--- src/rtl/mod_check_pkg.sv ---
// ============================================================================
// Module   : mod_check_pkg
// Purpose  : Shared definitions for the sequential modulo checker: the
//            controller state encoding and a helper that sizes the bit
//            counter for a given dividend width.
// Ports    : none (package)
// Options  : none
// Revision : 1.0 - initial release
// ============================================================================
`default_nettype none

package mod_check_pkg;

   // Controller states, 2-bit encoding.
   typedef enum logic [1:0] {
      ST_IDLE = 2'b00,
      ST_RUN  = 2'b01,
      ST_DONE = 2'b10
   } state_e;

   // Bits needed for a down-counter that starts at n-1 and ends at 0.
   function automatic int cnt_width(input int n);
      return (n <= 2) ? 1 : $clog2(n);
   endfunction

endpackage : mod_check_pkg

`default_nettype wire

--- src/rtl/mod_check_step.sv ---
// ============================================================================
// Module   : mod_check_step
// Purpose  : One combinational restoring shift-subtract step. Shifts the next
//            dividend bit into the partial remainder and subtracts the divisor
//            when it fits.
// Ports    : r_i    - current partial remainder (DW bits)
//            bit_i  - next dividend bit (MSB first)
//            div_i  - divisor (DW bits, nonzero while in use)
//            r_o    - updated partial remainder (DW bits)
//            q_o    - quotient bit of this step (MOD_CHECK_QUOT_EN only)
// Options  : MOD_CHECK_QUOT_EN - exposes the quotient bit output
// Revision : 1.0 - initial release
// ============================================================================
`default_nettype none

module mod_check_step #(
   parameter int DW = 4
) (
   input  logic [DW-1:0] r_i,
   input  logic          bit_i,
   input  logic [DW-1:0] div_i,
`ifdef MOD_CHECK_QUOT_EN
   output logic          q_o,
`endif
   output logic [DW-1:0] r_o
);

   logic [DW:0] w_shift;
   logic        w_ge;

   // The shifted value is DW+1 bits so the compare never overflows.
   assign w_shift = {r_i, bit_i};
   assign w_ge    = (w_shift >= {1'b0, div_i});

   // When the subtraction is taken the difference is below the divisor and
   // therefore fits in DW bits, so only the low DW bits need computing.
   // When it is not taken the shifted value is already below the divisor.
   assign r_o = w_ge ? (w_shift[DW-1:0] - div_i) : w_shift[DW-1:0];

`ifdef MOD_CHECK_QUOT_EN
   assign q_o = w_ge;
`endif

endmodule : mod_check_step

`default_nettype wire

--- src/rtl/mod_check_seq.sv ---
// ============================================================================
// Module   : mod_check_seq
// Purpose  : Sequential divisibility / modulo checker. Accepts a WIDTH-bit
//            dividend and a DW-bit runtime divisor over a valid/ready
//            handshake, computes the remainder one dividend bit per cycle
//            with a restoring shift-subtract step and presents remainder,
//            divisible flag and divide-by-zero error on a second handshake.
// Ports    : clk, rst          - clock, asynchronous active-high reset
//            in_valid/in_ready - request handshake
//            data_in, div_in   - dividend / divisor, captured on accept
//            out_valid/out_ready - result handshake
//            remainder         - data_in mod div_in
//            divisible         - remainder==0 and div_in!=0
//            div_err           - div_in==0
//            quotient          - floor(data_in/div_in) (MOD_CHECK_QUOT_EN)
// Options  : MOD_CHECK_QUOT_EN - adds the quotient output and its register
// Revision : 1.0 - initial release
// ============================================================================
`default_nettype none

module mod_check_seq
   import mod_check_pkg::*;
#(
   parameter int WIDTH = 8,
   parameter int DW    = 4
) (
   input  logic             clk,
   input  logic             rst,
   input  logic             in_valid,
   output logic             in_ready,
   input  logic [WIDTH-1:0] data_in,
   input  logic [DW-1:0]    div_in,
   output logic             out_valid,
   input  logic             out_ready,
   output logic [DW-1:0]    remainder,
   output logic             divisible,
`ifdef MOD_CHECK_QUOT_EN
   output logic [WIDTH-1:0] quotient,
`endif
   output logic             div_err
);

   localparam int c_cnt_w = cnt_width(WIDTH);

   state_e             state_q,     state_d;
   logic [c_cnt_w-1:0] cnt_q,       cnt_d;
   logic [WIDTH-1:0]   dividend_q,  dividend_d;
   logic [DW-1:0]      divisor_q,   divisor_d;
   logic [DW-1:0]      part_q,      part_d;
   logic [DW-1:0]      remainder_q, remainder_d;
   logic               divisible_q, divisible_d;
   logic               div_err_q,   div_err_d;
`ifdef MOD_CHECK_QUOT_EN
   logic [WIDTH-1:0]   q_q,         q_d;
   logic [WIDTH-1:0]   quotient_q,  quotient_d;
   logic               w_qbit;
`endif

   logic [DW-1:0]      w_step_r;

   // Single step instance, iterated over time by the bit counter.
   mod_check_step #(
      .DW    (DW)
   ) u_step (
      .r_i   (part_q),
      .bit_i (dividend_q[cnt_q]),
      .div_i (divisor_q),
`ifdef MOD_CHECK_QUOT_EN
      .q_o   (w_qbit),
`endif
      .r_o   (w_step_r)
   );

   always_comb begin
      state_d     = state_q;
      cnt_d       = cnt_q;
      dividend_d  = dividend_q;
      divisor_d   = divisor_q;
      part_d      = part_q;
      remainder_d = remainder_q;
      divisible_d = divisible_q;
      div_err_d   = div_err_q;
`ifdef MOD_CHECK_QUOT_EN
      q_d         = q_q;
      quotient_d  = quotient_q;
`endif

      unique case (state_q)
         ST_IDLE: begin
            if (in_valid) begin
               dividend_d = data_in;
               divisor_d  = div_in;
               part_d     = '0;
`ifdef MOD_CHECK_QUOT_EN
               q_d        = '0;
`endif
               if (div_in == '0) begin
                  // Zero divisor: skip the iteration entirely and report
                  // the error in the cycle right after the accept edge.
                  state_d     = ST_DONE;
                  remainder_d = '0;
                  divisible_d = 1'b0;
                  div_err_d   = 1'b1;
`ifdef MOD_CHECK_QUOT_EN
                  quotient_d  = '0;
`endif
               end else begin
                  state_d = ST_RUN;
                  cnt_d   = c_cnt_w'(WIDTH - 1);
               end
            end
         end

         ST_RUN: begin
            part_d = w_step_r;
`ifdef MOD_CHECK_QUOT_EN
            q_d[cnt_q] = w_qbit;
`endif
            cnt_d  = cnt_q - 1'b1;
            if (cnt_q == '0) begin
               // Last dividend bit: the step output is the final remainder.
               state_d     = ST_DONE;
               remainder_d = w_step_r;
               divisible_d = (w_step_r == '0);
               div_err_d   = 1'b0;
`ifdef MOD_CHECK_QUOT_EN
               quotient_d  = q_d;
`endif
            end
         end

         ST_DONE: begin
            if (out_ready) begin
               state_d = ST_IDLE;
            end
         end

         default: begin
            state_d = ST_IDLE;
         end
      endcase
   end

   always_ff @(posedge clk or posedge rst) begin
      if (rst) begin
         state_q     <= ST_IDLE;
         cnt_q       <= '0;
         dividend_q  <= '0;
         divisor_q   <= '0;
         part_q      <= '0;
         remainder_q <= '0;
         divisible_q <= 1'b0;
         div_err_q   <= 1'b0;
`ifdef MOD_CHECK_QUOT_EN
         q_q         <= '0;
         quotient_q  <= '0;
`endif
      end else begin
         state_q     <= state_d;
         cnt_q       <= cnt_d;
         dividend_q  <= dividend_d;
         divisor_q   <= divisor_d;
         part_q      <= part_d;
         remainder_q <= remainder_d;
         divisible_q <= divisible_d;
         div_err_q   <= div_err_d;
`ifdef MOD_CHECK_QUOT_EN
         q_q         <= q_d;
         quotient_q  <= quotient_d;
`endif
      end
   end

   assign in_ready  = (state_q == ST_IDLE);
   assign out_valid = (state_q == ST_DONE);
   assign remainder = remainder_q;
   assign divisible = divisible_q;
   assign div_err   = div_err_q;
`ifdef MOD_CHECK_QUOT_EN
   assign quotient  = quotient_q;
`endif

endmodule : mod_check_seq

`default_nettype wire

--- config.mk ---
export PLATFORM = sky130hd
export DESIGN_NAME = mod_check_seq
export DESIGN_NICKNAME = d
export VERILOG_FILES = /design/src/rtl/mod_check_pkg.sv /design/src/rtl/mod_check_step.sv /design/src/rtl/mod_check_seq.sv
export SDC_FILE = /design/constraint.sdc
export NUM_CORES = 1
export LEC_CHECK = 0
export CORE_UTILIZATION = 49
export CTS_BUF_LIST = sky130_fd_sc_hd__clkbuf_2 sky130_fd_sc_hd__clkbuf_4 sky130_fd_sc_hd__clkbuf_8
export DETAILED_ROUTE_END_ITERATION = 8
export HOLD_SLACK_MARGIN = 0.06
export PLACE_DENSITY = 0.77
export SYNTH_ARGS = -nofsm -noshare
export SYNTH_HDL_FRONTEND = slang
export SYNTH_SLANG_ARGS = --single-unit
--- constraint.sdc ---
create_clock -name clk -period 2.35 [get_ports clk]
set_input_delay 0.47 -clock clk [delete_from_list [all_inputs] [get_ports clk]]
set_output_delay 0.47 -clock clk [all_outputs]
set_load 0.01 [all_outputs]
# After elaboration in Yosys (flattened, before gate mapping)
# Index checks and enable logic that the tools add are counted.
[classes]
n_addsub = 2
magnitude_cmp = 2
eq_ne = 7
mux = 25
reduce_logical = 10
[ops]
columns = ["op", "n"]
rows = [
  ["$mux W4", 5],
  ["$pmux W4 S2", 2],
  ["$logic_not A4 Y1", 2],
  ["$mux W2", 4],
  ["$mux W1", 7],
  ["$mux W3", 2],
  ["$ne A2 B2 Y1 const B", 3],
  ["$pmux W2 S3", 1],
  ["$pmux W3 S2", 1],
  ["$reduce_and A3 Y1", 2],
  ["$ge A5 B4 Y1", 1],
  ["$lt A3 B4 Y1 const B", 1],
  ["$ne A2 B1 Y1 const B", 2],
  ["$pmux W1 S2", 2],
  ["$reduce_and A2 Y1", 2],
  ["$reduce_and A4 Y1", 1],
  ["$sub A4 B4 Y4", 1],
  ["$bmux W1 S3", 1],
  ["$logic_not A3 Y1", 1],
  ["$sub A3 B1 Y3 const B", 1],
  ["$eq A2 B1 Y1 const B", 1],
  ["$eq A2 B2 Y1 const B", 1],
  ["$logic_not A2 Y1", 1],
  ["$reduce_bool A2 Y1", 1],
]
[totals]
regBits = 27
inputBits = 16
elab_cells = 54

# Depth between registers and ports, before layout
# Gate-level depths: netlist of the first run.
[logic_depth]
word_depth = 7
mapped_depth = 8

# Hierarchy
# From an unflattened synthesis of the first run, not the netlist that was laid out.
[hier_totals]
cells_unflattened = 116
hier_area_um2 = 1471.4
[modules_own_cells]
columns = ["module", "n_inst", "cells_each", "area_per_inst_um2"]
rows = [
  ["mod_check_seq", 1, 88, 1238.7],
  ["mod_check_step", 1, 28, 232.7],
]

# Worst setup path after synthesis of the first run
# OpenSTA, ideal clock, no wires.
[synth_timing]
path_kind = "register -> register"
start = "register cnt_q[0]"
end = "register divisible_q, in the netlist divisible"
setup_time_ns = 0.104
arrival_time_ns = 2.380
required_time_ns = 2.246
setup_slack_ns = -0.133
path_stages_with_launch = 9
synth_period_minus_slack_ns = 2.483
cell_sequence = "dfrtp_1 mux4_1 mux2i_2 ha_1 nor2b_1 o211ai_1 nand2_1 mux2_4 o41ai_2"
[synth_via]
elab_chain_cells = 7
word_cells_on_any_way = 11
[synth_lines]
columns = ["element", "line", "text"]
rows = [
  ["start: declaration", "mod_check_seq.sv:46", "logic [c_cnt_w-1:0] cnt_q, cnt_d;"],
  ["start signal: assignment", "mod_check_seq.sv:160", "cnt_q <= cnt_d;"],
  ["$bmux W1 S3", "mod_check_seq.sv:66", ".bit_i (dividend_q[cnt_q]),"],
  ["$mux W1 (implied by the code)", "mod_check_seq.sv:66", ""],
  ["$sub A4 B4 Y4 / $ge A5 B4 Y1 (equally long branches)", "mod_check_step.sv:38, mod_check_step.sv:33", ""],
  ["$mux W4", "mod_check_step.sv:38", "assign r_o = w_ge ? (w_shift[DW-1:0] - div_i) : w_shift[DW-1:0];"],
  ["$logic_not A4 Y1", "mod_check_seq.sv:124", "divisible_d = (w_step_r == '0);"],
  ["$mux W1", "mod_check_seq.sv:120", "if (cnt_q == '0) begin"],
  ["$pmux W1 S2", "mod_check_seq.sv:88", "unique case (state_q)"],
  ["end signal: assignment", "mod_check_seq.sv:165", "divisible_q <= divisible_d;"],
  ["end: declaration", "mod_check_seq.sv:51", "logic divisible_q, divisible_d;"],
]
# Several ways; a longest one is shown, not always the timed one. The select of a mux whose other input is x is not followed.
# A chain may end at the register's enable or synchronous reset.

# Final worst setup path of the first run
# Same ends and word-level chain as after synthesis.

==> results of run 1 <==
[critical path, delay by kind of cell (launching register included)]
family	cells	cell delay (ns)
AND/OR/NAND/NOR	2	0.18
flip-flops	1	0.46
adder cells (fa/ha/maj)	1	0.15
multiplexers	2	0.74
AO/OA/AOI/OAI	3	0.80
[repair_timing]
action | CTS | global route
pin swaps | 3 | 3
gates resized for setup | 7 | 7
setup endpoints to repair | 6 | 9
buffers inserted | 2 | 1
[cell usage in the layout, fill, tap and decap left out, types with 2 or more instances in the layout]
master and count:
mux2_4 2, mux2_2 10, dfrtp_1 27, and2_1 2
nand2_1 17, nor2b_1 3, o21ai_0 12, inv_1 9
ha_1 5, nor3_1 2, nand2b_1 2, a21oi_1 5
a22o_1 3, buf_4 10, clkdlybuf4s50_1 23, a21o_1 2
mux4_2 2, nor2_1 10, clkbuf_4 3, nand3b_1 2
[metrics by stage]
stage	setup TNS, ns	cells	worst slack, ns	power (uW)	hold WS (ns)
detailed placement	-0.434	194	-0.109	2520	0.475
floorplan	-0.0917	135	-0.0494	1980	0.475
global placement	-0.0451	194	-0.0451	2460	0.468
global route	-0.915	201	-0.176	3340	0.492
finish	-0.274	201	-0.0959	3120	0.481
CTS	-0.361	200	-0.113	2850	0.501
[how the worst max path moves through the flow]
stage | startpoint | to
after floorplan | cnt_q[0] | divisible
after global placement | cnt_q[0] | divisible
after detailed placement | cnt_q[0] | remainder[1]
after CTS | cnt_q[0] | divisible
after global routing | cnt_q[0] | divisible
final | cnt_q[0] | divisible
[layer usage]
layer	up-vias	wire length, um
met4	0	63
met1	573	1370
met3	6	115
li1	543	-
met2	33	1540
met5	-	0
[power by group through the flow]
stage	Sequential (uW)	Combinational (uW)	Clock [uW]
after CTS	852	1790	211
after global routing	887	2220	233
after global placement	847	1610	0
after detailed placement	860	1660	0
final	860	2060	209
after floorplan	819	1160	0
[state kept, by name, indices dropped and copies added (netlist names)]
register and cells:
state_q 2, divisible 1, part_q 4, dividend_q 8
divisor_q 4, div_err 1, cnt_q 3, remainder 4
[cells by family after synthesis]
family,synth area share
and+or+nand+nor,0.131
AOI/OAI and AO/OA,0.143
DFF,0.472
muxes,0.150
buffers and inverters,0.0314
adders and majority gates,0.0664
xor gates and xnor gates,0.00611
[layout make-up]
type / instances / area [um2]
Fill cell: 216 / 903
Multi-Input combinational cell: 96 / 762
Sequential cell: 27 / 676
Timing Repair Buffer: 34 / 317
Tap cell: 31 / 38.8
Inverter: 9 / 33.8
Clock buffer: 3 / 22.5
Clock inverter: 1 / 5.00
==> qor.yml, run 1 <==
setup_path:
  worstPathArrival_ns: 2.68
  slowest_delay_ns: 0.55
  critPathRequiredTime_ns: 2.59
  reg2regPathDepth: 8
  cp-start-kind: "flop"
  critical_path_class: "flop to flop"
  cpMaxStageDelayCell: "mux4_2"
  endpoint_kind: "flop"
  r2r_end: "divisible"
  r2r_start: "cnt_q[0]"
  ff2ff_setup_slack_ns: -0.1
  crit_chain: "mux4_2 > mux2i_4 > ha_4 > nor2b_1 > o211ai_1 > nand2_2 > a32o_2 > o41ai_2"
  cp_max_fo: 4
final_layout:
  antenna_cells: 0
  utilization: 0.672
  final_nets: 194
  finalInstanceArea_um2: 1850
  drive_gt1_frac: 0.247
  area_delta_synth_final_pct: 29.4
place:
  gp_congestion: 0.965
  hpwl_um: 2210
  place_area_um2: 1740
  port_buffers: 23
timing:
  rsz0062_at_grt: "true"
  fmax_mhz: 409
  drv_slew: 0
  fin_crit_sh: 1.04
  finClkSkew_ns: 0.0148
  max_slew_margin: 0.676
  fin_crit_ns: 2.45
  hold_viol: 0
  tightestPinTransition_ns: 0.485
  report.final.setup_viol: 6
  setup_ws_ns: -0.0959
logic_synthesis:
  synth_seq_cells: 27
  netlist_instances: 135
  syn_area_um2: 1430
  yosys.cell_count.top_type: "dfrtp_1"
  synth_cell_types: 32
  synth_edf_count: 0
  ys_dominant_reg_cell: "dfrtp_1"
  synth_top_cells_by_area: "dfrtp_1 47%, mux2_2 8.6%, ha_1 5.2%"
  yosysTopAreaCellShare: 0.472
  synthTopCellsByCount: "27 x dfrtp_1, 18 x nand2_1, 13 x o21ai_0"
  synth_fp_nets: 158
  synth-seq-area-share: 0.472
  synth.largest_area_cell: "dfrtp_1"
  syn_avg_cell_area_um2: 10.6
  ys.warnings.count: 0
  async_reset_ff_frac: 1.00
clocking:
  insertion_delay_ns: 0.34
  clock-root-buffer: "clkbuf_4"
  clkTransAtPathRegs_ns: 0.16
  cts_buffers: 3
  hold_buffers: 0
  cts_sinks: 27
  h-tree-depth: 1
  ctsLongestPathBuffers: 2
  cts_tree: "done"
global_routing:
  grt_overflow: 0
  met3_usage: 0.0302
  antenna_found_initial: 0
  grt_max_degree: 28
  busiest_layer: "met2"
  grt_pass1_vias: 1115
  grt_use_met1: 0.266
  track_usage: 0.206
  grt_first_pass_wirelength_um: 5040
  use_met2: 0.349
pwr:
  leakage_uw: 0.000822
  p_clk_frac: 0.067
  powerDensity_nw_per_um2: 1680
  p_sw_uw: 1240
  pwr-share-comb: 0.658
  ir_worst_vdd_mv: 1.02
  internal-power_uw: 1880
  power_frac_seq: 0.275
  p_sw_frac: 0.397
die:
  io-pin-count: 24
  die_x_um: 56.1
  die-height_um: 56.1
  rows: 19
  core_um2: 2760
  start_util: 0.520
  dieArea_um2: 3140
flow_run:
  max_cap_violations: 0
route:
  via_per_inst: 5.75
  drt.antenna.violating_nets: 0
  wl_per_cell_um: 15.4
  drtIter0Drc: 39
  drt-total-wl_um: 3090
  route.detailed.drc: 0
  vias: 1155
  dr.pass1.iters: 4
min_path:
  hold_path_class: "primary input to asynchronous set/reset pin"
outcome:
  violations: "negative setup slack"
  outcome: "finished with violations"
Power figures use the tool's default switching activity.
==> run 2, diff against run 1 <==
--- a/config.mk
+++ b/config.mk
@@ -10,6 +10,8 @@
 export DETAILED_ROUTE_END_ITERATION = 8
 export HOLD_SLACK_MARGIN = 0.06
 export PLACE_DENSITY = 0.77
+export REMOVE_ABC_BUFFERS = 1
+export SLEW_MARGIN = 20
 export SYNTH_ARGS = -nofsm -noshare
 export SYNTH_HDL_FRONTEND = slang
 export SYNTH_SLANG_ARGS = --single-unit
==> qor.yml, run 2 (synthesis gave the netlist of run 1 again) <==
outcome:
  outcome: "finished with violations"
  violations: "negative setup slack"
clocking:
  cts_tree: "done"
  hold_buffers: 0
  cts_buffers: 3
  ctsLongestPathBuffers: 2
  insertion_delay_ns: 0.34
  clock-root-buffer: "clkbuf_4"
  cts_sinks: 27
  clkTransAtPathRegs_ns: 0.15
  h-tree-depth: 1
route:
  drtIter0Drc: 31
  vias: 1122
  dr.pass1.iters: 4
  via_per_inst: 5.47
  drt-total-wl_um: 3160
  route.detailed.drc: 0
  wl_per_cell_um: 15.4
  drt.antenna.violating_nets: 0
place:
  port_buffers: 23
  place_ws_ns: -0.197
  dp.cells: 194
  hpwl_um: 2180
  gp_congestion: 0.865
die:
  io-pin-count: 24
  start_util: 0.520
  rows: 19
  dieArea_um2: 3140
  core_um2: 2760
  die-height_um: 56.1
  die_x_um: 56.1
setup_path:
  cp-start-kind: "flop"
  critical_path_class: "flop to flop"
  worstPathArrival_ns: 2.81
  endpoint_kind: "flop"
  cp_max_fo: 3
  slowest_delay_ns: 0.56
  critPathRequiredTime_ns: 2.59
  reg2regPathDepth: 8
  crit_chain: "mux4_2 > mux2i_4 > ha_4 > nor2b_1 > o211ai_1 > nand2_2 > mux2_4 > o41ai_4"
  cpMaxStageDelayCell: "mux4_2"
final_layout:
  drive_gt1_frac: 0.253
  mostFrequentLayoutCells: "27 x dfrtp_1, 23 x clkdlybuf4s50_1, 17 x nand2_1"
  fin_cells: 205
  largest_reg_flops: 8
  top_register: "dividend_q"
  final_nets: 198
  area_delta_synth_final_pct: 32.2
  antenna_cells: 0
  final_common_cell: "dfrtp_1"
timing:
  fmax_mhz: 389
  fin_crit_sh: 1.09
  setup_ws_ns: -0.218
  hold_viol: 0
  tightestPinTransition_ns: 0.345
  rsz0062_at_grt: "true"
  finClkSkew_ns: 0.0102
  drv_slew: 0
  report.final.setup_viol: 6
  max_slew_margin: 0.770
  fin_crit_ns: 2.57
flow_run:
  max_cap_violations: 0
global_routing:
  grt_overflow: 0
  grt_first_pass_wirelength_um: 5130
  busiest_layer: "met2"
  track_usage: 0.214
  met3_usage: 0.0419
  grt_use_met1: 0.269
  antenna_found_initial: 0
  grt_max_degree: 28
  use_met2: 0.359
  grt_pass1_vias: 1161
pwr:
  internal-power_uw: 1980
  leakage_uw: 0.000853
  p_clk_frac: 0.063
  p_sw_uw: 1300
  pwr-share-comb: 0.677
  powerDensity_nw_per_um2: 1730
  ir_worst_vdd_mv: 1.05
  power_frac_seq: 0.261
  p_sw_frac: 0.397
min_path:
  hold_path_class: "primary input to asynchronous set/reset pin"
## run 2: cell types whose count changed in the layout (fill, tap and decap cells not counted), sizes merged
cell / change
buf: +4
## run 2: area by class of cell
type | instances | area, um2
multi-input cells | 96 | 772
inverters | 9 | 33.8
repair buffers | 38 | 347
clock inverters | 1 | 5.00
flip-flops and latches | 27 | 676
clock buffers | 3 | 22.5
fillers | 210 | 863
well taps | 31 | 38.8
## run 2: power groups by stage
stage	combinational, uW	sequential (uW)	clock [uW]
after global placement	1580	844	0
after detailed placement	1650	852	0
after global routing	2390	883	234
final	2220	855	205
after floorplan	1140	824	0
after CTS	1980	846	212
## run 2: stage by stage
step | setup TNS (ns) | total power, uW | utilization | instance area [um2] | hold slack [ns]
after floorplan | -0.202 | 1960 | - | 1420 | 0.472
after global placement | -0.205 | 2430 | 0.635 | 1750 | 0.466
after detailed placement | -0.770 | 2510 | 0.635 | 1750 | 0.470
after CTS | -0.370 | 3040 | 0.670 | 1850 | 0.468
after global routing | -1.65 | 3510 | 0.687 | 1890 | 0.503
final | -0.816 | 3280 | 0.687 | 1890 | 0.465
## run 2: path summary, 6_finish.rpt
path	slack, ns	start	endpoint
max	-0.22	cnt_q[0]	divisible
min	0.47	rst	div_err
max reg2reg	-0.22	cnt_q[0]	divisible
min reg2reg	0.50	remainder[1]	remainder[1]
max in group asynchronous	1.62	rst	divisible
min in group clk	0.50	remainder[1]	remainder[1]
## run 2: routing by layer
layer  vias to the layer above  wire [um]
met4                         0         73
met1                       536       1350
met5                         -          0
met3                         8        116
li1                        551          -
met2                        27       1620
## run 2: worst max-delay path, delay by kind of cell (launching register included)
family | cells | cell delay [ns]
DFF | 1 | 0.44
and+or+nand+nor | 2 | 0.25
muxes | 3 | 1.09
adders and majority gates | 1 | 0.23
AOI/OAI and AO/OA | 2 | 0.46
## run 2: repair_timing
action | 4_1_cts | 5_1_grt
resized for setup | 9 | 8
setup endpoints to repair | 7 | 9
pin swaps | 4 | 4
setup buffers | 7 | 1
